<file path="config.mk">
export PLATFORM = sky130hd
export DESIGN_NAME = data_io_stream
export DESIGN_NICKNAME = d
export VERILOG_FILES = /design/src/rtl/data_io_stream.sv
export SDC_FILE = /design/constraint.sdc
export NUM_CORES = 1
export LEC_CHECK = 0
export BUFFER_PORTS_ARGS = -buffer_cell sky130_fd_sc_hd__clkbuf_2
export CAP_MARGIN = 30
export CORE_ASPECT_RATIO = 0.8
export CORE_MARGIN = 2
export CORE_UTILIZATION = 50
export DETAILED_ROUTE_END_ITERATION = 8
export GPL_ROUTABILITY_DRIVEN = 0
export PLACE_DENSITY = 0.71
export SYNTH_ARGS = -nofsm -noshare
export SYNTH_HDL_FRONTEND = slang
export SYNTH_SLANG_ARGS = --single-unit
</file>
<file path="constraint.sdc">
create_clock -name clk -period 1.85 [get_ports clk]
set_input_delay 0.0925 -clock clk [delete_from_list [all_inputs] [get_ports clk]]
set_output_delay 0.0925 -clock clk [all_outputs]
set_load 0.02 [all_outputs]
</file>
<file path="src/rtl/data_io_stream.sv">
// data_io_stream
// IO-controller file-download client. Decodes the download SPI protocol by
// oversampling SCK in the core clock domain and presents the downloaded file
// as a write stream (addr/dout/wr) with sink back-pressure.
//
// Parameters
//   AW          width of write address and byte-size counter
//   DW          write data width, 8 or 16 (16 packs bytes little-endian)
//   START_ADDR  first write address after a download start
//
// Ports
//   clk          core clock, at least 4x SCK
//   reset_n      asynchronous active-low reset
//   sck/ss/sdi   SPI pins from the IO controller, asynchronous to clk
//   downloading  high while a transfer is active or its writes still drain
//   index        file index from the last FILE_INDEX command
//   size         bytes accepted in the current/last download, saturating
//   wr/addr/dout one-cycle write strobe with address and data
//   wait_req     sink back-pressure; no wr is issued while high
//   overflow     sticky: a word was dropped because the write FIFO was full

module data_io_stream #(
   parameter int unsigned   AW         = 16,
   parameter int unsigned   DW         = 8,
   parameter logic [AW-1:0] START_ADDR = '0
) (
   input  logic          clk,
   input  logic          reset_n,
   input  logic          sck,
   input  logic          ss,
   input  logic          sdi,
   output logic          downloading,
   output logic [7:0]    index,
   output logic [AW-1:0] size,
   output logic          wr,
   output logic [AW-1:0] addr,
   output logic [DW-1:0] dout,
   input  logic          wait_req,
   output logic          overflow
);

   localparam logic [7:0]    CmdFileTx    = 8'h53;
   localparam logic [7:0]    CmdFileTxDat = 8'h54;
   localparam logic [7:0]    CmdFileIndex = 8'h55;
   localparam logic [AW-1:0] AddrStep     = AW'(DW / 8);

   // ---------------------------------------------------------------------
   // Input synchronisers
   // ---------------------------------------------------------------------
   logic sck_s1_q, sck_s2_q, sck_h_q;
   logic ss_s1_q, ss_s2_q;
   logic sdi_s1_q, sdi_s2_q;
   logic sck_rise;

   always_ff @(posedge clk or negedge reset_n) begin
      if (!reset_n) begin
         sck_s1_q <= 1'b0;
         sck_s2_q <= 1'b0;
         sck_h_q  <= 1'b0;
         ss_s1_q  <= 1'b1;
         ss_s2_q  <= 1'b1;
         sdi_s1_q <= 1'b0;
         sdi_s2_q <= 1'b0;
      end else begin
         sck_s1_q <= sck;
         sck_s2_q <= sck_s1_q;
         sck_h_q  <= sck_s2_q;
         ss_s1_q  <= ss;
         ss_s2_q  <= ss_s1_q;
         sdi_s1_q <= sdi;
         sdi_s2_q <= sdi_s1_q;
      end
   end

   // sdi travels through the same depth as sck, so sdi_s2_q is the bit
   // that was on the wire when SCK rose.
   assign sck_rise = sck_s2_q & ~sck_h_q;

   // ---------------------------------------------------------------------
   // Protocol, packer and write-FIFO state
   // ---------------------------------------------------------------------
   logic [2:0]    bit_cnt_q, bit_cnt_d;
   logic [6:0]    shift_q, shift_d;
   logic          is_cmd_q, is_cmd_d;
   logic [7:0]    cmd_q, cmd_d;
   logic [7:0]    index_q, index_d;
   logic [AW-1:0] size_q, size_d;
   logic          overflow_q, overflow_d;
   logic          downloading_q, downloading_d;
   logic          ending_q, ending_d;
   logic [AW-1:0] addr_q, addr_d;
   logic          pack_full_q, pack_full_d;
   logic [7:0]    pack_lo_q, pack_lo_d;
   logic          push_q, push_d;
   logic [AW-1:0] push_addr_q, push_addr_d;
   logic [DW-1:0] push_data_q, push_data_d;

   logic [AW-1:0] mem_addr_q [2];
   logic [AW-1:0] mem_addr_d [2];
   logic [DW-1:0] mem_data_q [2];
   logic [DW-1:0] mem_data_d [2];
   logic          wptr_q, wptr_d;
   logic          rptr_q, rptr_d;
   logic [1:0]    fifo_cnt_q, fifo_cnt_d;

   logic [7:0]    byte_val;
   logic          byte_done;
   logic          pop;
   logic          fifo_full;
   logic          fifo_wr;

   // Write FIFO control. A push into a full FIFO is accepted if the head is
   // popped in the same cycle.
   always_comb begin
      pop        = (fifo_cnt_q != 2'd0) && !wait_req;
      fifo_full  = (fifo_cnt_q == 2'd2) && !pop;
      fifo_wr    = push_q && !fifo_full;
      fifo_cnt_d = fifo_cnt_q;
      unique case ({fifo_wr, pop})
         2'b10:   fifo_cnt_d = fifo_cnt_q + 2'd1;
         2'b01:   fifo_cnt_d = fifo_cnt_q - 2'd1;
         default: fifo_cnt_d = fifo_cnt_q;
      endcase
      wptr_d     = fifo_wr ? ~wptr_q : wptr_q;
      rptr_d     = pop ? ~rptr_q : rptr_q;
      mem_addr_d = mem_addr_q;
      mem_data_d = mem_data_q;
      if (fifo_wr) begin
         mem_addr_d[wptr_q] = push_addr_q;
         mem_data_d[wptr_q] = push_data_q;
      end
   end

   // Byte assembly, command decode and packing.
   always_comb begin
      bit_cnt_d     = bit_cnt_q;
      shift_d       = shift_q;
      is_cmd_d      = is_cmd_q;
      cmd_d         = cmd_q;
      index_d       = index_q;
      size_d        = size_q;
      overflow_d    = overflow_q;
      downloading_d = downloading_q;
      ending_d      = ending_q;
      addr_d        = addr_q;
      pack_full_d   = pack_full_q;
      pack_lo_d     = pack_lo_q;
      push_d        = 1'b0;
      push_addr_d   = push_addr_q;
      push_data_d   = push_data_q;
      byte_val      = {shift_q, sdi_s2_q};
      byte_done     = 1'b0;

      if (ss_s2_q) begin
         bit_cnt_d = 3'd0;
         is_cmd_d  = 1'b1;
      end else if (sck_rise) begin
         shift_d   = byte_val[6:0];
         bit_cnt_d = bit_cnt_q + 3'd1;
         byte_done = (bit_cnt_q == 3'd7);
      end

      // Finish a download once every word, including a flushed partial one,
      // has left the FIFO. A start in the same cycle overrides this below.
      if (ending_q && (fifo_cnt_q == 2'd0) && !push_q) begin
         downloading_d = 1'b0;
         ending_d      = 1'b0;
      end

      if (byte_done) begin
         if (is_cmd_q) begin
            cmd_d    = byte_val;
            is_cmd_d = 1'b0;
         end else begin
            case (cmd_q)
               CmdFileTx: begin
                  if (byte_val[0]) begin
                     addr_d        = START_ADDR;
                     size_d        = '0;
                     overflow_d    = 1'b0;
                     pack_full_d   = 1'b0;
                     downloading_d = 1'b1;
                     ending_d      = 1'b0;
                  end else if (downloading_q) begin
                     ending_d = 1'b1;
                     if (pack_full_q) begin
                        push_d      = 1'b1;
                        push_addr_d = addr_q;
                        push_data_d = DW'(pack_lo_q);
                        addr_d      = addr_q + AddrStep;
                        pack_full_d = 1'b0;
                     end
                  end
               end
               CmdFileTxDat: begin
                  if (downloading_q) begin
                     if (size_q != {AW{1'b1}}) begin
                        size_d = size_q + AW'(1);
                     end
                     if ((DW == 16) && !pack_full_q) begin
                        pack_lo_d   = byte_val;
                        pack_full_d = 1'b1;
                     end else begin
                        push_d      = 1'b1;
                        push_addr_d = addr_q;
                        push_data_d = (DW == 16) ? DW'({byte_val, pack_lo_q}) : DW'(byte_val);
                        addr_d      = addr_q + AddrStep;
                        pack_full_d = 1'b0;
                     end
                  end
               end
               CmdFileIndex: index_d = byte_val;
               default: ;
            endcase
         end
      end

      // The address has already advanced for a dropped word.
      if (push_q && fifo_full) begin
         overflow_d = 1'b1;
      end
   end

   always_ff @(posedge clk or negedge reset_n) begin
      if (!reset_n) begin
         bit_cnt_q     <= 3'd0;
         shift_q       <= 7'd0;
         is_cmd_q      <= 1'b1;
         cmd_q         <= 8'd0;
         index_q       <= 8'd0;
         size_q        <= '0;
         overflow_q    <= 1'b0;
         downloading_q <= 1'b0;
         ending_q      <= 1'b0;
         addr_q        <= START_ADDR;
         pack_full_q   <= 1'b0;
         pack_lo_q     <= 8'd0;
         push_q        <= 1'b0;
         push_addr_q   <= '0;
         push_data_q   <= '0;
         mem_addr_q[0] <= '0;
         mem_addr_q[1] <= '0;
         mem_data_q[0] <= '0;
         mem_data_q[1] <= '0;
         wptr_q        <= 1'b0;
         rptr_q        <= 1'b0;
         fifo_cnt_q    <= 2'd0;
      end else begin
         bit_cnt_q     <= bit_cnt_d;
         shift_q       <= shift_d;
         is_cmd_q      <= is_cmd_d;
         cmd_q         <= cmd_d;
         index_q       <= index_d;
         size_q        <= size_d;
         overflow_q    <= overflow_d;
         downloading_q <= downloading_d;
         ending_q      <= ending_d;
         addr_q        <= addr_d;
         pack_full_q   <= pack_full_d;
         pack_lo_q     <= pack_lo_d;
         push_q        <= push_d;
         push_addr_q   <= push_addr_d;
         push_data_q   <= push_data_d;
         mem_addr_q    <= mem_addr_d;
         mem_data_q    <= mem_data_d;
         wptr_q        <= wptr_d;
         rptr_q        <= rptr_d;
         fifo_cnt_q    <= fifo_cnt_d;
      end
   end

   assign downloading = downloading_q;
   assign index       = index_q;
   assign size        = size_q;
   assign overflow    = overflow_q;
   assign wr          = pop;
   assign addr        = mem_addr_q[rptr_q];
   assign dout        = mem_data_q[rptr_q];

endmodule

</file>
==> results.py, run 1 <==
metrics = {
    "outcome": {
        "status": "finished with violations",
        "violations": "negative setup slack",
    },
    "route": {
        "viasPerCell": 5.48,
        "wl_per_cell_microns": 17.1,
        "num_vias": 4452,
        "drc_errors": 0,
        "first_iter_violations": 243,
        "totalWireLength_microns": 13900,
        "drtAntennaViolNets": 0,
        "drtPass1Iterations": 5,
    },
    "timing": {
        "final.setup.worst_slack_ns": -0.0844,
        "tns_ns": -1.09,
        "period_share_pct": 105,
        "worst_slew_pin_slew_ns": 0.444,
        "rsz0062_at_grt": "true",
        "slew_violations": 0,
        "finalClockSkew_ns": 0.00790,
        "slew_headroom_pct": 70.0,
        "setup_viol": 25,
        "clock.fmax_mhz": 517,
        "period_minus_slack_ns": 1.93,
        "hold_viol": 0,
        "whs_ns": 0.0368,
    },
    "pwr": {
        "vdd_ir_drop_max_mv": 0.655,
        "powerDensity_nw_per_um2": 893,
        "power.total_mw": 7.49,
        "p_leak_nw": 4.28,
    },
    "critical_path": {
        "crit_required_ns": 2.14,
        "worstSetupStartpointType": "flip-flop",
        "crit_path_end_kind": "flip-flop",
        "path_max_fanout": 7,
        "r2r-end": "addr_q[2]",
        "r2r_cells": 10,
        "reg2reg_from": "bit_cnt_q[0]",
        "r2r_setup_slack_ns": -0.08,
        "worst_ep_arrival_time_ns": 2.23,
        "path_class": "reg -> reg",
    },
    "yosys": {
        "syn_nets": 533,
        "seq_area_frac_synth_pct": 56.7,
        "synth.ff_latch_count": 147,
        "synth-main-ff-cell": "dfrtp_1",
        "async_reset_ff_share_pct": 100,
        "synth_edf_count": 0,
        "syn_area_per_cell_sq_um": 12.4,
        "yosysWarnings": 0,
        "synth_area_sq_um": 6500,
        "yosysUniqueCellTypes": 54,
        "synthCells": 522,
    },
    "global_route": {
        "grt_pass1_wl_microns": 22700,
        "grt_max_degree": 48,
        "grt_usage_pct": 20.6,
        "grt_remaining_overflow": 0,
        "grt_pass1_vias": 4485,
        "grt_antenna_before_repair": 0,
    },
    "worst_hold_path": {
        "hp-start": "wait_req",
        "worstHoldPathCells": 3,
        "hold_path.class": "in -> reg",
        "min_to": "overflow",
    },
    "cells_and_area": {
        "drive_gt1_share_pct": 38.9,
        "antenna_cells": 0,
        "final_nets": 638,
        "synthToLayoutAreaGrowth_pct": 29.1,
        "final_cells": 813,
    },
    "placed_design": {
        "dpl.hpwl_microns": 9010,
        "portBuffers": 56,
        "place_inst": 769,
    },
    "die": {
        "die_h_microns": 106,
        "coreArea_sq_um": 12800,
        "io_pins": 57,
        "start_util_pct": 50.8,
        "rows": 37,
        "die-area_sq_um": 13900,
        "die-width_microns": 131,
    },
    "clock_tree": {
        "clock-sinks": 147,
        "cts_root_buffer": "clkbuf_16",
        "cts.reportedPaths.clkPinSlew_ns": 0.06,
        "clk_path_buf_depth": 2,
        "cts_made_buffers": 17,
        "insertion_delay_ns": 0.41,
        "cts_tree": "done",
        "htree_levels": 4,
    },
    "job": {
        "max-cap-violations": 0,
    },
}
[what timing repair did]
item	CTS	global route
cloned	0	2
setup buffers	3	6
setup endpoints to repair	52	63
hold endpoints to repair	83	0
pin swaps	1	15
hold buffers	4	0
resized for setup	12	62
[cells by family after synthesis]
group                      count (synthesis)  synth area share, %
AOI/OAI and AO/OA                         61                 6.11
buffers and inverters                     36                 2.43
muxes                                    111                 19.2
adders and majority gates                  5                0.963
xor gates and xnor gates                  19                 2.56
DFF                                      147                 56.7
and+or+nand+nor                          143                 12.1
[power breakdown]
group | internal, mW | total, mW | switching (mW)
logic | 0.243 | 0.528 | 0.285
registers | 3.33 | 3.46 | 0.133
clock network | 2.22 | 3.50 | 1.28
[worst max-delay path, cell delays in order (launching register included)]
cell and delay (ns):
dfrtp_1 0.38, ha_2 0.20, ha_4 0.15, nor3b_4 0.14
and3_4 0.20, buf_8 0.14, buf_12 0.12, clkbuf_16 0.16
nand3_4 0.08, xor2_1 0.17, nor2_1 0.07
[placed cells by master, fill, tap and decap left out, drive strengths merged, types with 8 or more instances in the layout]
master	synthesis	layout
xor2	15	15
nand3	20	20
inv	12	13
nor2	32	32
nand4	15	15
o31ai	8	8
o21ai	20	20
and3	8	8
mux2	109	109
a31oi	9	9
nand2	34	34
buf	18	50
dfrtp	144	144
a21oi	8	8
clkbuf	6	78
[flip-flops by register name (all words and copies together) (netlist names), 2 cells and up]
| name | flops |
|---|---|
| addr_q | 16 |
| push_data_q | 8 |
| bit_cnt_q | 3 |
| fifo_cnt_q | 2 |
| index | 8 |
| size | 16 |
| mem_addr_q | 32 |
| push_addr_q | 16 |
| mem_data_q | 16 |
| shift_q | 7 |
| cmd_q | 8 |
[stage by stage]
step | cell area (sq um) | utilization [%] | worst slack, ns
floorplan | 6560 | - | -0.0300
global placement | 7290 | 57.1 | -0.0416
detailed placement | 7290 | 57.1 | -0.141
CTS | 8000 | 62.6 | -0.0369
global route | 8390 | 65.6 | -0.141
finish | 8390 | 65.6 | -0.0844
[routing by layer]
layer,GRT usage [%],share of wire [%],vias up
met4,6.91,0.99,0
met1,28.6,46,2212
met3,5.25,5.4,15
li1,-,-,2087
met2,32.0,48,138
met5,0,0,-
[synth_stat cells (6+ instances only)]
library cell	count	area (sq um)
a21oi_1	8	40.0
mux2_2	46	518
nand4_1	13	81.3
nor3_1	6	30.0
nand3_1	20	100
xor2_1	15	131
o31ai_1	8	60.1
nor2_1	31	116
dfrtp_1	144	3600
clkbuf_1	6	22.5
a31oi_1	9	56.3
inv_1	12	45.0
nand2_1	34	128
buf_2	15	75.1
mux2_1	63	709
and3_1	8	50.1
o21ai_1	17	85.1
[final cells by class]
| type | instances | area, sq um |
|---|---|---|
| inverter | 12 | 45.0 |
| fill | 948 | 4390 |
| tap | 175 | 219 |
| timing repair buffer | 110 | 831 |
| clock buffer | 22 | 474 |
| clock inverter | 8 | 126 |
| multi-input combinational | 339 | 3010 |
| sequential | 147 | 3680 |
[worst max-delay path by stage]
stage / start / endpoint / slack, ns / depth (start not counted)
finish: bit_cnt_q[0] / addr_q[2] / -0.08 / 10
global route: bit_cnt_q[0] / size[14] / -0.14 / 9
CTS: bit_cnt_q[0] / index[7] / -0.04 / 7
detailed placement: bit_cnt_q[0] / size[7] / -0.14 / 8
global placement: bit_cnt_q[0] / size[0] / -0.04 / 8
floorplan: bit_cnt_q[0] / push_addr_q[0] / -0.03 / 8
No activity file was read; power rests on OpenSTA's default activity.
==> inputs of run 2 (changes only) <==
--- a/config.mk
+++ b/config.mk
@@ -12,6 +12,7 @@
 export CORE_UTILIZATION = 50
 export DETAILED_ROUTE_END_ITERATION = 8
 export GPL_ROUTABILITY_DRIVEN = 0
+export HOLD_SLACK_MARGIN = 0.1
 export PLACE_DENSITY = 0.71
 export SYNTH_ARGS = -nofsm -noshare
 export SYNTH_HDL_FRONTEND = slang
==> results.py, run 2 (synthesized netlist as in run 1, its figures left out) <==
metrics = {
    "route": {
        "wl_per_cell_microns": 17.1,
        "totalWireLength_microns": 13900,
        "drtAntennaViolNets": 0,
        "num_vias": 4480,
        "drtPass1Iterations": 5,
        "viasPerCell": 5.50,
        "drc_errors": 0,
        "first_iter_violations": 232,
    },
    "pwr": {
        "power.total_mw": 7.49,
        "p_leak_nw": 4.29,
        "powerDensity_nw_per_um2": 892,
        "vdd_ir_drop_max_mv": 0.655,
    },
    "critical_path": {
        "crit_required_ns": 2.15,
        "critical_path_buf_inv_count": 3,
        "worst_ep_arrival_time_ns": 2.22,
        "crit_path_end_kind": "flip-flop",
        "worstSetupStartpointType": "flip-flop",
        "cp_cell_sequence": "ha_2 > ha_4 > nor3b_4 > and3_4 > buf_8 > buf_12 > clkbuf_16 > nand3_4 > xor2_1 > nor2_1",
        "cpMaxStageDelayCell": "dfrtp_1",
        "path_max_fanout": 7,
        "critical-path-max-stage-delay_ns": 0.38,
        "path_class": "reg -> reg",
        "crit_family": "simple AND/OR/NAND/NOR gates",
    },
    "timing": {
        "period_share_pct": 104,
        "slew_headroom_pct": 68.0,
        "final.setup.worst_slack_ns": -0.0786,
        "slew_violations": 0,
        "hold_viol": 0,
        "tns_ns": -1.09,
        "clock.fmax_mhz": 519,
        "rsz0062_at_grt": "true",
        "worst_slew_pin_slew_ns": 0.474,
        "finalClockSkew_ns": 0.00897,
        "period_minus_slack_ns": 1.93,
        "setup_viol": 25,
    },
    "global_route": {
        "grt_pass1_wl_microns": 22700,
        "grt_use_met1_pct": 28.6,
        "use_met2_pct": 32.0,
        "grt_pass1_vias": 4485,
        "grt_remaining_overflow": 0,
        "grt_antenna_before_repair": 0,
        "grt_max_degree": 48,
        "gr-usage-met3_pct": 5.25,
        "grt.busiest_layer": "met2",
        "grt_usage_pct": 20.6,
    },
    "clock_tree": {
        "clock-sinks": 147,
        "cts_tree": "done",
        "cts.reportedPaths.clkPinSlew_ns": 0.06,
        "clk_path_buf_depth": 2,
        "cts_made_buffers": 17,
        "insertion_delay_ns": 0.42,
        "cts_root_buffer": "clkbuf_16",
        "htree_levels": 4,
    },
    "cells_and_area": {
        "antenna_cells": 0,
        "mostFrequentLayoutCells": "dfrtp_1 (142), clkbuf_2 (55), mux2_2 (45)",
        "drive_gt1_share_pct": 38.8,
        "final_nets": 639,
        "synthToLayoutAreaGrowth_pct": 29.2,
        "top_register": "mem_addr_q",
        "final_util_pct": 65.7,
        "final_common_cell": "dfrtp_1",
        "largest_register_ffs": 32,
        "final_cell_area_sq_um": 8400,
    },
    "outcome": {
        "status": "finished with violations",
        "violations": "negative setup slack",
    },
    "die": {
        "rows": 37,
        "start_util_pct": 50.8,
        "coreArea_sq_um": 12800,
        "die_h_microns": 106,
        "die-width_microns": 131,
        "die-area_sq_um": 13900,
        "io_pins": 57,
    },
    "placed_design": {
        "dpl_cell_area_sq_um": 7290,
        "dpl.hpwl_microns": 9010,
        "portBuffers": 56,
        "dpl_worst_slack_ns": -0.141,
    },
    "worst_hold_path": {
        "hold_path.class": "in -> async",
    },
    "job": {
        "max-cap-violations": 0,
    },
}
run 2: changes by cell type in the layout (fill, tap and decap cells not counted), sizes merged:
cell         before  now
dlygate4sd3       4    5
run 2: per-stage QoR:
stage,hold slack [ns],instances
after detailed placement,0.0402,769
after global routing,0.201,814
final,0.178,814
after floorplan,-0.203,522
after global placement,0.0282,769
after CTS,0.175,807
run 2: area by class of cell:
cell class                 count  area [sq um]
timing repair buffer         111           841
tap                          175           219
sequential                   147          3680
fill                         945          4380
clock inverter                 8           126
multi-input combinational    339          3010
clock buffer                  22           474
inverter                      12          45.0
run 2: where the power goes:
part | internal [mW] | switching, mW | total (mW)
registers | 3.33 | 0.132 | 3.46
logic | 0.245 | 0.285 | 0.530
clock network | 2.22 | 1.28 | 3.50
run 2: path summary, 6_finish.rpt:
check | start | to | slack (ns) | depth (start not counted)
worst max-delay path | bit_cnt_q[0] | addr_q[2] | -0.08 | 10
worst min-delay path | reset_n | mem_data_q[1] | 0.18 | 2
worst max register to register | bit_cnt_q[0] | addr_q[2] | -0.08 | 10
worst min register to register | sdi_s1_q | sdi_s2_q | 0.35 | 0
max in group asynchronous | reset_n | mem_data_q[7] | 1.05 | 3
min in group clk | ss | ss_s1_q | 0.31 | 2
run 2: what timing repair did:
| action | 4_1_cts | 5_1_grt |
|---|---|---|
| pin swaps | 1 | 15 |
| hold buffers | 5 | 0 |
| cloned | 0 | 2 |
| setup endpoints to repair | 52 | 63 |
| gates resized for setup | 12 | 62 |
| setup buffers | 3 | 6 |
| endpoints found under the hold margin | 149 | 0 |
run 2: worst reg2reg max path, cell delays in order (launching register included):
cell,delay [ns]
dfrtp_1,0.38
ha_2,0.20
ha_4,0.15
nor3b_4,0.14
and3_4,0.20
buf_8,0.14
buf_12,0.12
clkbuf_16,0.16
nand3_4,0.08
xor2_1,0.17
nor2_1,0.07
run 2: layer usage:
layer	vias up	wire (microns)
met1	2254	6400
met4	0	123
met3	13	676
li1	2088	-
met2	125	6710
met5	-	0
==> inputs of run 3 (changes only) <==
--- a/config.mk
+++ b/config.mk
@@ -9,11 +9,10 @@
 export CAP_MARGIN = 30
 export CORE_ASPECT_RATIO = 0.8
 export CORE_MARGIN = 2
-export CORE_UTILIZATION = 50
+export CORE_UTILIZATION = 27
 export DETAILED_ROUTE_END_ITERATION = 8
 export GPL_ROUTABILITY_DRIVEN = 0
 export HOLD_SLACK_MARGIN = 0.1
-export PLACE_DENSITY = 0.71
 export SYNTH_ARGS = -nofsm -noshare
 export SYNTH_HDL_FRONTEND = slang
 export SYNTH_SLANG_ARGS = --single-unit
==> results.py, run 3 (synthesized netlist as in run 1, its figures left out) <==
metrics = {
    "cells_and_area": {
        "antenna_cells": 0,
        "synthToLayoutAreaGrowth_pct": 31.6,
        "drive_gt1_share_pct": 38.9,
        "final_util_pct": 36.4,
        "largest_register_ffs": 32,
        "regArea_sq_um": 3680,
        "final_common_cell": "dfrtp_1",
        "mostFrequentLayoutCells": "dfrtp_1 (143), clkbuf_2 (55), mux2_1 (49)",
        "fillers": 2344,
        "top_register": "mem_addr_q",
        "final_nets": 645,
        "multiInputGateArea_sq_um": 2950,
    },
    "pwr": {
        "p_sw_share_pct": 25.5,
        "p_int_mw": 5.63,
        "p_clk_share_pct": 47.1,
        "powerDensity_nw_per_um2": 884,
        "power.share.combinational_pct": 7.2,
        "power.total_mw": 7.56,
        "seq_power_share_pct": 45.7,
        "p_switching_mw": 1.93,
        "p_leak_nw": 4.34,
        "vdd_ir_drop_max_mv": 0.505,
    },
    "clock_tree": {
        "clock-sinks": 147,
        "cts_made_buffers": 17,
        "cts_tree": "done",
        "htree_levels": 4,
        "insertion_delay_ns": 0.42,
        "cts.reportedPaths.clkPinSlew_ns": 0.07,
        "cts_root_buffer": "clkbuf_16",
        "clk_path_buf_depth": 2,
    },
    "route": {
        "drtAntennaViolNets": 0,
        "viasPerCell": 4.61,
        "drc_errors": 0,
        "wl_per_cell_microns": 14.8,
        "drtPass1Iterations": 4,
        "first_iter_violations": 335,
        "totalWireLength_microns": 14200,
        "num_vias": 4421,
    },
    "die": {
        "die-area_sq_um": 25300,
        "die-width_microns": 177,
        "start_util_pct": 27.6,
        "die_h_microns": 143,
        "io_pins": 57,
        "coreArea_sq_um": 23500,
        "rows": 50,
    },
    "critical_path": {
        "crit_required_ns": 2.15,
        "crit_path_end_kind": "flip-flop",
        "worst_ep_arrival_time_ns": 2.19,
        "path_class": "reg -> reg",
        "path_max_fanout": 8,
        "worstSetupStartpointType": "flip-flop",
    },
    "outcome": {
        "violations": "negative setup slack",
        "status": "finished with violations",
    },
    "timing": {
        "period_minus_slack_ns": 1.90,
        "finalClockSkew_ns": 0.0141,
        "worst_slew_pin_slew_ns": 0.461,
        "period_share_pct": 102,
        "tns_ns": -0.257,
        "final.setup.worst_slack_ns": -0.0460,
        "hold_viol": 0,
        "rsz0062_at_grt": "true",
        "whs_ns": 0.154,
        "slew_headroom_pct": 69.2,
        "setup_viol": 7,
        "clock.fmax_mhz": 527,
        "slew_violations": 0,
    },
    "global_route": {
        "grt_max_degree": 46,
        "grt_pass1_wl_microns": 23800,
        "grt_antenna_before_repair": 0,
        "grt_remaining_overflow": 0,
        "grt_usage_pct": 12.0,
        "grt_pass1_vias": 4575,
    },
    "job": {
        "max-cap-violations": 0,
    },
    "placed_design": {
        "dpl.hpwl_microns": 9600,
        "portBuffers": 56,
    },
    "worst_hold_path": {
        "hold_path.class": "in -> async",
    },
}
-- run 3: cell types whose count changed in the layout (fill, tap and decap cells not counted), sizes merged --
cell / before / now
buf: 50 / 57
inv: 13 / 20
clkinv: 1 / 4
bufinv: 3 / 2
clkinvlp: 3 / 1
clkbuf: 78 / 72
-- run 3: metrics by stage --
stage	setup slack, ns	instance area, sq um	instances
floorplan	-0.0300	6560	522
global placement	-0.0870	7570	916
detailed placement	-0.178	7570	916
CTS	-0.0783	8310	954
global route	-0.153	8550	959
finish	-0.0460	8550	959
-- run 3: worst max-delay path, stage by stage (launching register included) --
cell	delay [ns]
dfrtp_1	0.36
ha_2	0.20
ha_4	0.12
nor3b_4	0.18
and3_4	0.23
buf_6	0.12
nand4b_4	0.21
mux2_4	0.36
-- run 3: area by class of cell --
type	instances	area share, %
Timing Repair Buffer	117	10.2
Inverter	12	0.527
Tap cell	312	4.57
Sequential cell	147	43.1
Multi-Input combinational cell	339	34.5
Clock buffer	17	4.98
Clock inverter	15	2.18
-- run 3: routing by layer --
layer	up-vias	GRT usage (%)	share of wire, %
li1	2111	-	-
met1	2199	17.2	52
met2	98	17.5	43
met3	13	3.35	4.5
met4	0	3.49	0.88
met5	-	0	0
-- run 3: repair_timing --
item,4_1_cts,5_1_grt
setup endpoints to repair,62,63
hold buffers,5,0
cloned,0,1
gates resized for setup,17,41
setup buffers,1,4
endpoints found under the hold margin,149,0
pin swaps,5,2
-- run 3: final timing paths --
kind                               from              to  slack, ns  depth (start not counted)
max                        bit_cnt_q[1]        index[4]      -0.05                          7
min                             reset_n        size[13]       0.15                          2
max reg2reg                bit_cnt_q[1]        index[4]      -0.05                          7
min in group clk                     ss         ss_s1_q       0.31                          2
min reg2reg                    sck_s1_q        sck_s2_q       0.35                          0
max in group asynchronous       reset_n  push_addr_q[7]       1.05                          3
-- run 3: power by group through the flow --
stage	Combinational (mW)	Sequential [mW]	Clock [mW]
2_1_floorplan	0.333	3.46	0
3_3_place_gp	0.536	3.51	0
3_5_place_dp	0.542	3.51	0
4_1_cts	0.557	3.46	3.66
5_1_grt	0.602	3.48	3.81
6_report	0.542	3.46	3.56
